==> src/rtl/chunk_serial_adder.sv <==
// chunk_serial_adder
//   Multi-cycle adder: {cout,sum} = a + b + cin, processed CHUNK bits per
//   clock, least significant chunk first, through one CHUNK-bit ripple stage.
//   An accepted start captures the operands, so later changes to a, b or cin
//   do not affect the operation in flight.
//
// Optional feature (macro ADDER_SUB_EN):
//   Adds the 'sub' port. When sub=1 the block computes a - b - cin as
//   a + ~b + ~cin. Here cout=1 means no borrow, and ovf is the signed
//   overflow of the subtraction.
//
// Ports:
//   clk    in   rising-edge clock
//   rst_n  in   asynchronous active-low reset
//   start  in   request; sampled only in IDLE or DONE
//   a, b   in   WIDTH-bit operands, captured on an accepted start
//   cin    in   carry-in, captured on an accepted start
//   sub    in   subtract select (ADDER_SUB_EN only)
//   busy   out  high while chunks are being processed
//   done   out  one-cycle completion pulse
//   sum    out  result; updates only at completion
//   cout   out  carry out of the MSB
//   ovf    out  signed (two's-complement) overflow
module chunk_serial_adder #(
  parameter int unsigned WIDTH = 16,
  parameter int unsigned CHUNK = 4
) (
  input  logic             clk,
  input  logic             rst_n,
  input  logic             start,
  input  logic [WIDTH-1:0] a,
  input  logic [WIDTH-1:0] b,
  input  logic             cin,
`ifdef ADDER_SUB_EN
  input  logic             sub,
`endif
  output logic             busy,
  output logic             done,
  output logic [WIDTH-1:0] sum,
  output logic             cout,
  output logic             ovf
);

  localparam int unsigned NCHUNK = WIDTH / CHUNK;
  localparam int unsigned IDX_W  = (NCHUNK > 1) ? $clog2(NCHUNK) : 1;

  typedef enum logic [1:0] {
    S_IDLE,
    S_RUN,
    S_DONE
  } state_t;

  state_t             state_q, state_d;
  logic [WIDTH-1:0]   a_q, a_d;
  logic [WIDTH-1:0]   b_q, b_d;
  logic [WIDTH-1:0]   work_q, work_d;
  logic [IDX_W-1:0]   idx_q, idx_d;
  logic               carry_q, carry_d;
  logic [WIDTH-1:0]   sum_q, sum_d;
  logic               cout_q, cout_d;
  logic               ovf_q, ovf_d;

  logic [CHUNK-1:0]   chunk_a;
  logic [CHUNK-1:0]   chunk_b;
  logic [CHUNK:0]     chunk_ext;
  logic               carry_into_msb;
  logic               last_chunk;
  logic [WIDTH-1:0]   b_load;
  logic               cin_load;

  // Operand conditioning at capture time. For subtraction B and carry-in are
  // stored inverted, so the ripple stage itself is always a plain adder.
  always_comb begin
`ifdef ADDER_SUB_EN
    b_load   = sub ? ~b : b;
    cin_load = sub ? ~cin : cin;
`else
    b_load   = b;
    cin_load = cin;
`endif
  end

  // Chunk datapath: pick the current chunk, add it with the running carry.
  always_comb begin
    chunk_a = '0;
    chunk_b = '0;
    for (int unsigned i = 0; i < NCHUNK; i++) begin
      if (idx_q == IDX_W'(i)) begin
        chunk_a = a_q[i*CHUNK +: CHUNK];
        chunk_b = b_q[i*CHUNK +: CHUNK];
      end
    end
    chunk_ext      = {1'b0, chunk_a} + {1'b0, chunk_b} + {{CHUNK{1'b0}}, carry_q};
    // The sum bit at the MSB is a ^ b ^ c_in, so the carry into the MSB
    // can be recovered from the three of them.
    carry_into_msb = chunk_a[CHUNK-1] ^ chunk_b[CHUNK-1] ^ chunk_ext[CHUNK-1];
    last_chunk     = (idx_q == IDX_W'(NCHUNK - 1));
  end

  // Next-state and register update logic.
  always_comb begin
    state_d = state_q;
    a_d     = a_q;
    b_d     = b_q;
    work_d  = work_q;
    idx_d   = idx_q;
    carry_d = carry_q;
    sum_d   = sum_q;
    cout_d  = cout_q;
    ovf_d   = ovf_q;

    unique case (state_q)
      S_IDLE, S_DONE: begin
        if (start) begin
          state_d = S_RUN;
          a_d     = a;
          b_d     = b_load;
          carry_d = cin_load;
          idx_d   = '0;
          work_d  = '0;
        end else begin
          state_d = S_IDLE;
        end
      end
      S_RUN: begin
        for (int unsigned i = 0; i < NCHUNK; i++) begin
          if (idx_q == IDX_W'(i)) begin
            work_d[i*CHUNK +: CHUNK] = chunk_ext[CHUNK-1:0];
          end
        end
        carry_d = chunk_ext[CHUNK];
        idx_d   = idx_q + IDX_W'(1);
        if (last_chunk) begin
          state_d = S_DONE;
          idx_d   = '0;
          sum_d   = work_d;
          cout_d  = chunk_ext[CHUNK];
          ovf_d   = carry_into_msb ^ chunk_ext[CHUNK];
        end
      end
      default: state_d = S_IDLE;
    endcase
  end

  always_ff @(posedge clk or negedge rst_n) begin
    if (!rst_n) begin
      state_q <= S_IDLE;
      a_q     <= '0;
      b_q     <= '0;
      work_q  <= '0;
      idx_q   <= '0;
      carry_q <= 1'b0;
      sum_q   <= '0;
      cout_q  <= 1'b0;
      ovf_q   <= 1'b0;
    end else begin
      state_q <= state_d;
      a_q     <= a_d;
      b_q     <= b_d;
      work_q  <= work_d;
      idx_q   <= idx_d;
      carry_q <= carry_d;
      sum_q   <= sum_d;
      cout_q  <= cout_d;
      ovf_q   <= ovf_d;
    end
  end

  assign busy = (state_q == S_RUN);
  assign done = (state_q == S_DONE);
  assign sum  = sum_q;
  assign cout = cout_q;
  assign ovf  = ovf_q;

endmodule

==> config.mk <==
export PLATFORM = sky130hd
export DESIGN_NAME = chunk_serial_adder
export DESIGN_NICKNAME = d
export VERILOG_FILES = /design/src/rtl/chunk_serial_adder.sv
export SDC_FILE = /design/constraint.sdc
export NUM_CORES = 1
export LEC_CHECK = 0
export BUFFER_PORTS_ARGS = -buffer_cell sky130_fd_sc_hd__buf_2
export CORE_MARGIN = 3
export CORE_UTILIZATION = 59
export CTS_CLUSTER_DIAMETER = 200
export DETAILED_ROUTE_END_ITERATION = 16
export MAX_ROUTING_LAYER = met4
export PLACE_DENSITY = 0.84
export SLEW_MARGIN = 15
export SYNTH_ARGS = -nofsm -noshare
export SYNTH_HDL_FRONTEND = slang
export SYNTH_SLANG_ARGS = --single-unit
==> constraint.sdc <==
create_clock -name clk -period 5.59 [get_ports clk]
set_input_delay 1.3975 -clock clk [delete_from_list [all_inputs] [get_ports clk]]
set_output_delay 1.3975 -clock clk [all_outputs]
set_load 0.02 [all_outputs]
==> results of run 1 <==
## through the flow
| stage | setup WS (ns) | cell area (sq um) | total power [mW] |
|---|---|---|---|
| after detailed placement | 1.96 | 3410 | 2.12 |
| final | 1.81 | 3570 | 2.47 |
| after CTS | 1.91 | 3570 | 2.47 |
| after global routing | 1.45 | 3570 | 2.69 |
| after floorplan | 2.84 | 3140 | 1.81 |
| after global placement | 2.16 | 3410 | 2.06 |
## metal layers
layer / global-route usage / vias up / part of all wire / wire length, um
met5: - / - / 0 / 0
met4: 0.0997 / 0 / 0.017 / 112
met3: 0.0567 / 12 / 0.053 / 353
met2: 0.380 / 82 / 0.48 / 3210
met1: 0.332 / 1156 / 0.45 / 3010
li1: - / 1194 / - / -
## final cells by class
cell class                      count  area (sq um)
Tap cell                           67          83.8
Sequential cell                    67          1680
Fill cell                         411          1370
Multi-Input combinational cell    235          1320
Timing Repair Buffer               59           305
Clock buffer                       12           145
Inverter                            7          28.8
Clock inverter                      3          15.0
## state kept, by name, summed over array words and instances, names as in the netlist
name,count
work_q,12
ovf,1
carry_q,1
cout,1
b_q,16
state_q,2
idx_q,2
sum,16
a_q,16
## critical path, delay by kind of cell (launching register included)
family / cells / cell delay (ns)
flops: 1 / 0.40
buf+inv: 2 / 0.17
fa+ha+maj: 3 / 1.37
simple gates: 3 / 0.53
xor+xnor: 1 / 0.42
compound gates: 3 / 0.76
## cells by family (layout without fill, tap and decap cells)
group | after synthesis | in the layout | synth area share
simple gates | 154 | 154 | 0.205
flops | 67 | 67 | 0.534
fa+ha+maj | 9 | 9 | 0.0406
xor+xnor | 4 | 4 | 0.0135
compound gates | 62 | 62 | 0.139
mux | 6 | 6 | 0.0191
buf+inv | 30 | 81 | 0.0490
## cell usage in the layout (no fill, tap or decap), types with 2 or more instances in the layout
| cell | instances |
|---|---|
| a21oi_1 | 8 |
| a221oi_1 | 5 |
| a221oi_2 | 2 |
| a22o_1 | 6 |
| a32o_1 | 6 |
| buf_2 | 55 |
| buf_4 | 4 |
| clkbuf_1 | 2 |
| clkbuf_8 | 10 |
| clkinv_2 | 3 |
| dfrtp_1 | 67 |
| fa_1 | 2 |
| ha_1 | 7 |
| inv_1 | 5 |
| mux2i_1 | 6 |
| nand2_1 | 129 |
| nand2b_1 | 2 |
| nand3b_1 | 3 |
| nor2_1 | 3 |
| nor2b_1 | 9 |
| nor3_1 | 2 |
| nor3b_1 | 3 |
| o21ai_0 | 8 |
| o21ai_1 | 15 |
| o21ai_2 | 3 |
| o31ai_1 | 6 |
| xnor2_1 | 2 |
## worst min-delay path by stage
stage,from,endpoint,slack (ns)
finish,sum[2],sum[2],0.47
global route,work_q[6],work_q[6],0.50
CTS,sum[13],sum[13],0.48
detailed placement,sum[13],sum[13],0.47
global placement,sum[13],sum[13],0.45
floorplan,a_q[2],a_q[2],0.45
## power by group through the flow
stage / logic, mW / registers (mW) / clock network, mW
2_1_floorplan: 0.958 / 0.854 / 0
3_3_place_gp: 1.25 / 0.814 / 0
3_5_place_dp: 1.29 / 0.826 / 0
4_1_cts: 1.31 / 0.818 / 0.343
5_1_grt: 1.48 / 0.844 / 0.367
6_report: 1.32 / 0.821 / 0.337
==> flow_summary.yaml, run 1 <==
status:
  outcome: "completed"
final_layout:
  postLayoutCoreUtil: 0.723
  syn_to_final_growth_pct: 13.7
  final_nets: 424
  antenna_cells: 0
  stdcell_count: 450
  layout-drive-gt1-share: 0.219
power_and_ir_drop:
  p_int_mw: 1.35
  power.switching_mw: 1.13
  ir_worst_vdd_v: 0.000313
  swShare: 0.455
  p_seq_frac: 0.332
  power_frac_comb: 0.532
  p_clk_frac: 0.136
  powerDensity_nw_per_um2: 692
  p_leak_nw: 1.84
clocking:
  cts_resized: 0
  clkSinkCount: 67
  cts_tree: "done"
  cts_made_buffers: 9
  post-cts-setup-buffer-count: 0
  clock-root-buffer: "clkbuf_8"
  clk_pin_slew_ns: 0.07
  hold_buffers: 0
  clk_latency_ns: 0.34
  clockBufferDepth: 2
  htreeDepth: 3
timing:
  hold_viol_final: 0
  tns_ns: 0
  worst_clock_skew_ns: 0.00835
  finalSetupViolations: 0
  max_freq_ghz: 0.264
  period_needed_ns: 3.78
  whs_ns: 0.474
  rsz0062_at_grt: "no"
  tightest_slew_ns: 0.892
  finalMaxSlewViolations: 0
  relSlewSlack: 0.406
  final.period_utilization: 0.677
synthesis:
  ys_warn_count: 0
  ys_seq_area_frac: 0.534
  synth_edf_count: 0
  async_flop_share: 1.00
  synth_area_leaders: "dfrtp_1 (53%), nand2_1 (15%), ha_1 (2.8%)"
  yosys-top-cells-count: "nand2_1 (129), dfrtp_1 (67), buf_2 (16)"
  synthCells: 332
  synthesis.area_sq_um: 3140
  yosysTopAreaCellShare: 0.534
  ys_seq_elements: 67
  synthFlopType: "dfrtp_1"
  synthMostInstantiatedCell: "nand2_1"
  yosys.area.top_type: "dfrtp_1"
  syn_area_per_cell_sq_um: 9.46
  syn_nets: 377
  synth_cell_types: 36
worst_setup_path:
  required_ns: 5.81
  endpoint: "work_q[6]"
  start_kind: "flip-flop"
  r2r_end: "work_q[6]"
  worst_setup_path_end_kind: "flip-flop"
  critPathLaunch: "idx_q[1]"
  crit_arrival_ns: 4.01
  r2r-start: "idx_q[1]"
  cp_slowest_cell: "ha_1"
  path_cells: "inv_1 -> ha_1 -> nor2b_1 -> a221oi_2 -> nor3_1 -> a21oi_1 -> fa_1 -> inv_1 -> fa_1 -> xnor2_1 -> nor2_1 -> a22o_1"
  slowest_delay_ns: 0.75
  rrSetupSlack_ns: 1.81
  rr_worst_depth: 12
  path_max_fanout: 21
  critPathKind: "reg -> reg"
die:
  dieArea_sq_um: 6240
  start_util: 0.636
  boundaryPins: 56
  core-area_sq_um: 4940
  num_rows: 25
  die_w_um: 79.0
  die_h_um: 79.0
routing:
  first_pass_iters: 5
  num_vias: 2444
  drt_drc_violations_left: 0
  drt_iter0_drc: 225
  ant_nets: 0
  wl_per_cell_um: 14.8
  drt-vias-per-instance: 5.43
  drt_wl_total_um: 6680
worst_hold_path:
  hp-class: "reg -> reg"
  hold_path_depth: 2
grt:
  grt_usage: 0.251
  grt_pass1_wl_um: 11700
  gr-total-overflow: 0
  grt_pass1_vias: 2486
  grt_max_degree: 68
  antenna_found_initial: 0
placed_design:
  gp_congestion: 0.813
  hpwl_um: 4500
  dp.cells: 435
  io_buffers: 55
flow_run:
  maxCapViolCount: 0
Note: power is estimated with default switching activity, not from simulation.
==> inputs of run 2 (changes only) <==
- CORE_UTILIZATION: 59 -> 50
- PLACE_DENSITY: 0.84 -> 0.75
- clock period: 5.59 -> 3.2 ns (I/O delays scaled with it)
==> run 2 against run 1 <==
  * Clock skew is essentially flat
  * Wire length down 2.8%
  * Die area increased by 17%
  * First-iteration DRC count shrank 40%
  * Non-clock buffer count is 5 higher
  * Maximum frequency up 26%
  * Sequential share of layout area decreased by 0.97 points
  * Critical path type unchanged
  * Critical path depth grew 1
  * Design area grew 2.1%
  * Sequential cell count did not move
  * Largest power group unchanged
  * Hold slack worse by 0.054 ns
  * Combinational power grew 77%
==> flow_summary.yaml, run 2 (synthesis gave the netlist of run 1 again) <==
die:
  die_w_um: 85.3
  start_util: 0.524
  boundaryPins: 56
  dieArea_sq_um: 7270
  num_rows: 28
  core-area_sq_um: 5990
  die_h_um: 85.3
power_and_ir_drop:
  powerDensity_nw_per_um2: 1200
  ir_worst_vdd_v: 0.000507
  fin_total_pwr_mw: 4.38
  p_leak_nw: 1.87
grt:
  grt_pass1_wl_um: 11000
  grt_pass1_vias: 2297
  grt_usage: 0.199
  grt_max_degree: 35
  antenna_found_initial: 0
  gr-total-overflow: 0
timing:
  rsz0062_at_grt: "no"
  final.period_utilization: 0.941
  finalMaxSlewViolations: 0
  tns_ns: 0
  relSlewSlack: 0.508
  finalSetupViolations: 0
  period_needed_ns: 3.01
  hold_viol_final: 0
  worst_clock_skew_ns: 0.00786
  max_freq_ghz: 0.332
  tightest_slew_ns: 0.736
placed_design:
  gp_congestion: 0.921
  io_buffers: 55
  hpwl_um: 4620
  placed_area_sq_um: 3460
worst_setup_path:
  slowest_delay_ns: 0.43
  rrSetupSlack_ns: 0.19
  path_depth: 13
  path_cells: "inv_1 -> ha_1 -> nor2b_2 -> a221oi_2 -> nor3_1 -> a21oi_1 -> fa_1 -> inv_1 -> fa_1 -> a21o_1 -> a21oi_2 -> xor2_1 -> o21ai_1"
  cp_slowest_cell: "fa_1"
  critical_path_buf_inv_count: 2
  required_ns: 3.39
  cp_top_family: "compound AO/OA/AOI/OAI gates"
  r2r_end: "ovf"
  path_max_fanout: 7
  critPathKind: "reg -> reg"
  rr_worst_depth: 13
  crit_arrival_ns: 3.20
  worst_setup_path_end_kind: "flip-flop"
  r2r-start: "idx_q[0]"
  start_kind: "flip-flop"
  critPathLaunch: "idx_q[0]"
clocking:
  clk_pin_slew_ns: 0.07
  htreeDepth: 3
  cts_tree: "done"
  post-cts-setup-buffer-count: 0
  clock-root-buffer: "clkbuf_8"
  clockBufferDepth: 2
  cts_made_buffers: 9
  clk_latency_ns: 0.34
  clkSinkCount: 67
status:
  outcome: "completed"
final_layout:
  final_cell_mix: "nand2_1 (129), dfrtp_1 (67), buf_2 (55)"
  layout-drive-gt1-share: 0.242
  syn_to_final_growth_pct: 16.1
  antenna_cells: 0
  final_common_cell: "nand2_1"
  final_nets: 429
  stdcell_area_sq_um: 3650
routing:
  drt_wl_total_um: 6490
  wl_per_cell_um: 14.0
  drt-vias-per-instance: 5.14
  first_pass_iters: 4
  ant_nets: 0
  num_vias: 2386
  drt_drc_violations_left: 0
  drt_iter0_drc: 135
worst_hold_path:
  hp-class: "in -> async"
flow_run:
  maxCapViolCount: 0
==> run 2: changes by cell type in the layout (fill, tap and decap cells not counted), sizes merged <==
cell / delta
clkbuf: +2
clkinv: -1
buf: +5
==> run 2: routing by layer <==
metal	vias up	wire, um	GRT usage
li1	1202	-	-
met1	1113	3040	0.266
met2	61	3050	0.296
met3	10	287	0.0437
met4	0	105	0.0763
met5	-	0	-
==> run 2: what timing repair did <==
item | 4_1_cts | 5_1_grt
endpoints found under the setup margin | 0 | 5
hold buffers | 0 | 0
gates resized for setup | 0 | 5
==> run 2: power breakdown <==
| group | total, mW | switching, mW | leakage [nW] | internal, mW |
|---|---|---|---|---|
| clock | 0.624 | 0.302 | 0.0905 | 0.322 |
| combinational | 2.33 | 1.43 | 0.931 | 0.904 |
| sequential | 1.42 | 0.208 | 0.851 | 1.21 |
==> run 2: final cells by class <==
cell class | instances | area (sq um)
Clock buffer | 14 | 163
Clock inverter | 2 | 10.0
Fill cell | 549 | 2340
Inverter | 7 | 28.8
Multi-Input combinational cell | 235 | 1330
Sequential cell | 67 | 1680
Tap cell | 75 | 93.8
Timing Repair Buffer | 64 | 343
==> run 2: how the worst max path moves through the flow <==
stage	to	slack, ns
5_1_grt	ovf	0.02
3_5_place_dp	ovf	0.1
3_3_place_gp	ovf	0.17
2_1_floorplan	work_q[2]	0.45
4_1_cts	ovf	0.1
6_report	ovf	0.19
==> run 2: metrics by stage <==
step	hold slack, ns	std cells	worst slack (ns)	utilization
finish	0.421	464	0.189	0.609
global route	0.443	464	0.0184	0.609
CTS	0.434	464	0.0960	0.606
detailed placement	0.464	448	0.0982	0.577
global placement	0.456	448	0.170	0.577
floorplan	0.446	332	0.453	-
==> inputs of run 3 (changes only) <==
- CORE_MARGIN: 3 -> unset
==> run 3 against run 2 <==
  * Clock-buffer cell count down 1
  * Setup slack better by 0.011 ns
  * Critical path type unchanged
  * Largest power group unchanged
  * Sequential cell count unchanged
  * Largest cell class unchanged
==> flow_summary.yaml, run 3 (synthesis gave the netlist of run 1 again) <==
status:
  outcome: "completed"
worst_setup_path:
  path_max_fanout: 20
  worst_setup_path_end_kind: "flip-flop"
  crit_arrival_ns: 3.20
  rrSetupSlack_ns: 0.20
  path_cells: "inv_1 -> ha_1 -> buf_4 -> a221oi_2 -> nor3_1 -> a21oi_1 -> fa_1 -> inv_1 -> fa_1 -> a21o_1 -> a21oi_2 -> xor2_1 -> o21ai_1"
  start_kind: "flip-flop"
  rr_worst_depth: 13
  cp_slowest_cell: "fa_1"
  required_ns: 3.40
  slowest_delay_ns: 0.43
  r2r_end: "ovf"
  r2r-start: "idx_q[1]"
  critPathKind: "reg -> reg"
clocking:
  clk_pin_slew_ns: 0.07
  hold_buffers: 0
  htreeDepth: 3
  cts_resized: 0
  clockBufferDepth: 2
  clk_latency_ns: 0.34
  clkSinkCount: 67
  clock-root-buffer: "clkbuf_8"
  cts_made_buffers: 9
  post-cts-setup-buffer-count: 0
  cts_tree: "done"
power_and_ir_drop:
  powerDensity_nw_per_um2: 1210
  power_frac_comb: 0.534
  p_clk_frac: 0.144
  p_seq_frac: 0.323
  p_int_mw: 2.46
  ir_worst_vdd_v: 0.000541
  swShare: 0.444
  p_leak_nw: 1.88
  power.switching_mw: 1.96
final_layout:
  layout-drive-gt1-share: 0.245
  postLayoutCoreUtil: 0.610
  final_nets: 429
  final_common_cell: "nand2_1"
  antenna_cells: 0
  fillers: 529
  syn_to_final_growth_pct: 16.2
  final_cell_mix: "nand2_1 (129), dfrtp_1 (66), buf_2 (55)"
  stdcell_count: 463
routing:
  wl_per_cell_um: 14.1
  drt-vias-per-instance: 5.24
  first_pass_iters: 4
  drt_drc_violations_left: 0
  num_vias: 2424
  drt_iter0_drc: 103
  drt_wl_total_um: 6510
  ant_nets: 0
grt:
  grt_max_degree: 35
  antenna_found_initial: 0
  grt_pass1_vias: 2379
  grt_usage: 0.232
  gr-total-overflow: 0
  grt_pass1_wl_um: 11000
timing:
  worst_clock_skew_ns: 0.00538
  finalSetupViolations: 0
  hold_viol_final: 0
  max_freq_ghz: 0.333
  setup_ws_ns: 0.200
  finalMaxSlewViolations: 0
  tightest_slew_ns: 0.738
  relSlewSlack: 0.506
  period_needed_ns: 3.00
  final.period_utilization: 0.937
die:
  die_h_um: 81.3
  start_util: 0.524
  die_w_um: 81.3
  boundaryPins: 56
  num_rows: 28
  core-area_sq_um: 5990
  dieArea_sq_um: 6600
placed_design:
  hpwl_um: 4620
  io_buffers: 55
  dpl_worst_slack_ns: 0.197
  gp_congestion: 0.872
  dp.cells: 448
worst_hold_path:
  hp-class: "in -> async"
flow_run:
  maxCapViolCount: 0
run 3: how the worst max path moves through the flow:
stage | startpoint | end | slack (ns) | cells past startpoint
after floorplan | idx_q[0] | work_q[2] | 0.45 | 13
after global placement | idx_q[0] | ovf | 0.25 | 12
after detailed placement | idx_q[0] | ovf | 0.20 | 12
after CTS | idx_q[0] | ovf | 0.18 | 12
after global routing | idx_q[1] | ovf | -0.008 | 13
final | idx_q[1] | ovf | 0.20 | 13
run 3: worst max-delay path: cells and delay by family (launching register included):
| kind | cells | cell delay, ns |
|---|---|---|
| flip-flops | 1 | 0.37 |
| adder cells (fa/ha/maj) | 3 | 0.87 |
| buffers and inverters | 3 | 0.38 |
| AND/OR/NAND/NOR | 1 | 0.07 |
| AO/OA/AOI/OAI | 5 | 0.95 |
| XOR/XNOR | 1 | 0.22 |
run 3: cell type report:
class,count,area [sq um],area share
well taps,75,93.8,0.0257
repair buffers,64,343,0.0939
clock inverters,2,10.0,0.00274
multi-input cells,235,1330,0.364
inverters,7,28.8,0.00788
flip-flops and latches,67,1680,0.459
clock buffers,13,169,0.0462
run 3: power groups by stage:
stage	sequential [mW]	clock [mW]	combinational (mW)
5_1_grt	1.47	0.688	2.65
6_report	1.43	0.636	2.36
4_1_cts	1.43	0.649	2.30
3_3_place_gp	1.44	0	2.21
2_1_floorplan	1.49	0	1.67
3_5_place_dp	1.45	0	2.29
run 3: through the flow:
stage	setup TNS [ns]	instance area, sq um	hold WS [ns]	power (mW)
finish	0	3650	0.363	4.42
global route	-0.00757	3650	0.382	4.81
CTS	0	3630	0.360	4.38
detailed placement	0	3460	0.464	3.74
global placement	0	3460	0.455	3.65
floorplan	0	3140	0.446	3.17
run 3: routing by layer:
metal / vias to the layer above / wire (um) / track usage
met5: - / 0 / -
met2: 69 / 3080 / 0.349
li1: 1197 / - / -
met4: 0 / 146 / 0.105
met3: 16 / 318 / 0.0618
met1: 1142 / 2960 / 0.293
